**config.mk**
```make
export PLATFORM = sky130hd
export DESIGN_NAME = mem_arbiter
export DESIGN_NICKNAME = d
export VERILOG_FILES = /design/src/rtl/mem_arbiter.sv
export SDC_FILE = /design/constraint.sdc
export NUM_CORES = 1
export LEC_CHECK = 0
export CORE_AREA = 2 2 122 124
export CTS_CLUSTER_SIZE = 40
export DETAILED_ROUTE_END_ITERATION = 12
export DIE_AREA = 0 0 124 126
export PLACE_DENSITY_LB_ADDON = 0.1
export SLEW_MARGIN = 40
export SYNTH_ARGS = -nofsm -noshare
export SYNTH_HDL_FRONTEND = slang
export SYNTH_SLANG_ARGS = --single-unit
export TNS_END_PERCENT = 50
```
**constraint.sdc**
```tcl
create_clock -name clk -period 6.8 [get_ports clk]
set_clock_uncertainty 0.15 [all_clocks]
set_input_delay 2.04 -clock clk [delete_from_list [all_inputs] [get_ports clk]]
set_output_delay 2.04 -clock clk [all_outputs]
set_load 0.02 [all_outputs]
```
**src/rtl/mem_arbiter.sv**
```systemverilog
// Two-master round-robin arbiter for the shared memory bus, with a
// watchdog that answers a hung slave with an error response.
module mem_arbiter #(
  parameter int unsigned TIMEOUT  = 1024,
  parameter logic [31:0] ERR_DATA = 32'hDEADBEEF
) (
  input  logic        clk,
  input  logic        rst,
  input  logic        m0_valid,
  input  logic        m0_instr,
  input  logic [31:0] m0_addr,
  input  logic [31:0] m0_wdata,
  input  logic [3:0]  m0_wstrb,
  output logic [31:0] m0_rdata,
  output logic        m0_ready,
  input  logic        m1_valid,
  input  logic        m1_instr,
  input  logic [31:0] m1_addr,
  input  logic [31:0] m1_wdata,
  input  logic [3:0]  m1_wstrb,
  output logic [31:0] m1_rdata,
  output logic        m1_ready,
  output logic        mem_valid,
  output logic        mem_instr,
  output logic [31:0] mem_addr,
  output logic [31:0] mem_wdata,
  output logic [3:0]  mem_wstrb,
  input  logic [31:0] mem_rdata,
  input  logic        mem_ready,
  output logic        bus_err,
  output logic        bus_err_id
);

  localparam int unsigned CW = $clog2(TIMEOUT) + 1;

  typedef enum logic [1:0] {IDLE, BUSY0, BUSY1, TOUT} state_t;

  state_t        state;
  logic          last;
  logic [CW-1:0] cnt;
  logic          gnt_valid;

  // Request line of whichever master currently owns the bus
  assign gnt_valid = (state == BUSY1) ? m1_valid : m0_valid;

  // Grant, completion and watchdog state
  always_ff @(posedge clk or posedge rst) begin
    if (rst) begin
      state      <= IDLE;
      last       <= 1'b1;
      cnt        <= '0;
      bus_err_id <= 1'b0;
    end else begin
      case (state)
        IDLE: begin
          if (m0_valid && (!m1_valid || last)) begin
            state <= BUSY0;
            last  <= 1'b0;
            cnt   <= '0;
          end else if (m1_valid) begin
            state <= BUSY1;
            last  <= 1'b1;
            cnt   <= '0;
          end
        end
        BUSY0, BUSY1: begin
          if (mem_ready) begin
            state <= IDLE;
          end else if (!gnt_valid) begin
            state <= IDLE;
          end else if (cnt == CW'(TIMEOUT - 1)) begin
            state      <= TOUT;
            bus_err_id <= last;
          end else begin
            cnt <= cnt + CW'(1);
          end
        end
        TOUT:    state <= IDLE;
        default: state <= IDLE;
      endcase
    end
  end

  // Bus pass-through for the granted master and response steering
  always_comb begin
    mem_valid = 1'b0;
    mem_instr = 1'b0;
    mem_addr  = '0;
    mem_wdata = '0;
    mem_wstrb = '0;
    m0_ready  = 1'b0;
    m0_rdata  = '0;
    m1_ready  = 1'b0;
    m1_rdata  = '0;
    bus_err   = 1'b0;
    case (state)
      BUSY0: begin
        mem_valid = m0_valid;
        mem_instr = m0_instr;
        mem_addr  = m0_addr;
        mem_wdata = m0_wdata;
        mem_wstrb = m0_wstrb;
        m0_ready  = mem_ready;
        m0_rdata  = mem_ready ? mem_rdata : '0;
      end
      BUSY1: begin
        mem_valid = m1_valid;
        mem_instr = m1_instr;
        mem_addr  = m1_addr;
        mem_wdata = m1_wdata;
        mem_wstrb = m1_wstrb;
        m1_ready  = mem_ready;
        m1_rdata  = mem_ready ? mem_rdata : '0;
      end
      TOUT: begin
        bus_err = 1'b1;
        if (last) begin
          m1_ready = 1'b1;
          m1_rdata = ERR_DATA;
        end else begin
          m0_ready = 1'b1;
          m0_rdata = ERR_DATA;
        end
      end
      default: ;
    endcase
  end

endmodule

```
==> flow_summary.toml <==
[clock_network]
cts_hold_buf = 0
post_cts_buffers = 0
cts.sinks = 15
clk_pin_slew_worst_paths_ns = 0.05
root_buffer = "clkbuf_16"
cts_tree = "built"
clock_latency_ns = 0.25
cts-htree-levels = 1
cts.path.max_buffers = 2
cts_resized = 0
numCtsBuffers = 3

[global_route]
grt_max_degree = 61
antenna_found_initial = 1
grt_busiest_layer = "met2"
use_met2 = 0.365
overflow = 0
grt_pass1_wl_mm = 23.2
track_usage = 0.196
use_met1 = 0.218
grt_pass1_vias = 3891
grt_use_met3 = 0.0571

[routing]
antenna_left = 0
post-route-drc-count = 0
dr_total_vias = 3863
wire_per_inst_um = 20.0
via_per_inst = 4.75
wirelength_mm = 16.3
drtPass1Iterations = 4
dr.first_iter.drc_count = 164

[place]
dp.cells = 808
gp_congestion = 0.889
hpwl_mm = 13.1
io_buffer_count = 312
place_area_mm2 = 0.00584

[finish]
syn_to_final_growth_pct = 132
final_area_mm2 = 0.00592
final_nets = 811
drive_above_1_share = 0.0350
finalNonFillerCells = 813

[setup_path]
path_cells = "clkdlybuf4s50_1 -> and2_1 -> buf_4 -> a21o_1 -> clkdlybuf4s50_1"
critPathLaunchType = "input port"
cpPeakStageDelay_ns = 0.73
path_delay_family = "buffers and inverters"
path_class = "input port to output port"
crit_path_top_delay_cell = "clkdlybuf4s50_1"
worstPathArrival_ns = 4.04
crit_required_ns = 4.61
cp-end-kind = "output port"
cp_max_fo = 23
crit_top_cell = "clkdlybuf4s50_1"
worstPathBufferInverterCount = 3

[floorplan]
die_h_um = 126
num_rows = 44
die_w_um = 124
die-area_mm2 = 0.0156
io_pins = 313
initial_core_util = 0.178
core-area_mm2 = 0.0143

[timing]
hold_viol_final = 0
fin_setup_tns_ns = 0
drv_slew = 0
max_freq_ghz = 0.161
fin_crit_ns = 6.23
period_share = 0.916
slew_headroom = 0.538
setup-violations-final = 0
tightestPinTransition_ns = 0.688
rsz0062_at_grt = "no"

[synth]
synthArstFlopShare = 1.00
ys_types = 41
synthCells = 346
syn-mean-instance-area_um2 = 7.37
ys_seq_area_frac = 0.148
synthFlopType = "dfrtp_1"
synth.top_cell.area_share = 0.206
synth.area.top_cells = "a22oi_1 (21%), nor2b_1 (17%), a21o_1 (15%)"
synth_nets = 528
ys_ff_latch = 15
synth_edf_count = 0
synth_top_area_cell = "a22oi_1"
yosys_warnings = 0
syn-cell-area_mm2 = 0.00255

[power_and_ir_drop]
power_density_mw_per_mm2 = 361
ir_worst_vdd_v = 0.000211
leakage_nw = 2.49

[run]
maxCapViolCount = 0

[worst_hold_path]
hold_path.class = "register to register"

[outcome]
status = "finished, final reports clean"
## cells in the mapped netlist, types with 2 or more instances
| master | n |
|---|---|
| nor2b_1 | 71 |
| a22oi_1 | 70 |
| a21o_1 | 51 |
| clkbuf_1 | 36 |
| dfrtp_1 | 14 |
| and2_1 | 12 |
| a31oi_1 | 9 |
| and3_1 | 9 |
| nand2_1 | 9 |
| ha_1 | 7 |
| nand3_1 | 5 |
| inv_1 | 4 |
| o21ai_0 | 4 |
| a21oi_1 | 3 |
| a41oi_1 | 3 |
| buf_1 | 3 |
| nor2_1 | 3 |
| or2_2 | 3 |
| and4_1 | 2 |
| buf_2 | 2 |
| mux2i_1 | 2 |
| nor3_1 | 2 |
| nor4_1 | 2 |
| o21ai_1 | 2 |
| o31ai_1 | 2 |
## cell families (layout without fill, tap and decap cells)
family	after synthesis	count (layout)	synth area share
compound gates	152	152	0.440
fa+ha+maj	7	7	0.0343
buf+inv	45	327	0.0672
flops	15	15	0.148
mux	3	3	0.0123
other cells	0	1	0
simple gates	124	124	0.298
## stage by stage
step	total power [W]	util	setup WS, ns	hold WS, ns
6_report	0.00214	0.414	0.570	0.369
3_5_place_dp	0.00203	0.408	0.527	0.363
5_1_grt	0.00229	0.414	0.456	0.387
4_1_cts	0.00216	0.413	0.523	0.375
3_3_place_gp	0.00200	0.406	0.574	0.354
2_1_floorplan	0.00117	-	1.74	0.326
## per-layer routing
layer | up-vias | routed length, um | part of all wire
li1 | 1849 | - | -
met1 | 1796 | 6170 | 0.38
met2 | 204 | 8290 | 0.51
met3 | 14 | 1590 | 0.098
met4 | 0 | 247 | 0.015
met5 | - | 0 | 0
## cell type report
class,instances,area (um2)
inverter,4,15.0
multi-input combinational,286,2040
antenna,1,2.50
tap,184,230
clock buffer,4,78.8
sequential,15,377
fill,1463,8390
timing repair buffer,319,3180
## worst min-delay path, cell delays in order (launching register included)
cell and delay, ns:
dfrtp_1 0.35, o21ai_1 0.07, nand2_1 0.07
## worst paths after layout
path,start,end,slack (ns),cells past startpoint
setup / recovery,mem_ready,m1_rdata[11],0.57,5
hold / removal,bus_err_id,bus_err_id,0.37,2
setup reg to reg,state[0],cnt[3],4.03,6
hold reg to reg,bus_err_id,bus_err_id,0.37,2
max in group asynchronous,rst,cnt[10],4.07,2
min in group asynchronous,rst,cnt[4],2.02,2
## power breakdown
| group | total (W) | switching [W] | internal [W] |
|---|---|---|---|
| logic | 0.00189 | 0.000988 | 0.000901 |
| clock network | 0.000116 | 0.0000364 | 0.0000795 |
| registers | 0.000132 | 0.0000236 | 0.000109 |
| total | 0.00214 | 0.00105 | 0.00109 |
## flip-flops by register name, indices dropped and copies added, names as in the netlist
| name | flops |
|---|---|
| bus_err_id | 1 |
| cnt | 11 |
| last | 1 |
| state | 2 |
## cell usage in the layout (no fill, tap or decap), drive strengths merged, types with 2 or more instances in the layout
cell type | synthesis | routed
nand2 | 9 | 9
ha | 7 | 7
nor2b | 71 | 71
a22oi | 70 | 70
nor4 | 3 | 3
a41oi | 3 | 3
nor3 | 2 | 2
buf | 5 | 7
o21ai | 6 | 6
o31ai | 2 | 2
and2 | 12 | 12
and4 | 2 | 2
clkbuf | 36 | 4
and3 | 9 | 9
a31oi | 9 | 9
mux2i | 2 | 2
nor2 | 3 | 3
nand3 | 5 | 5
a21o | 51 | 51
clkdlybuf4s50 | 0 | 312
or2 | 3 | 3
dfrtp | 14 | 14
inv | 4 | 4
a21oi | 4 | 4
(Power assumes the default switching activity.)
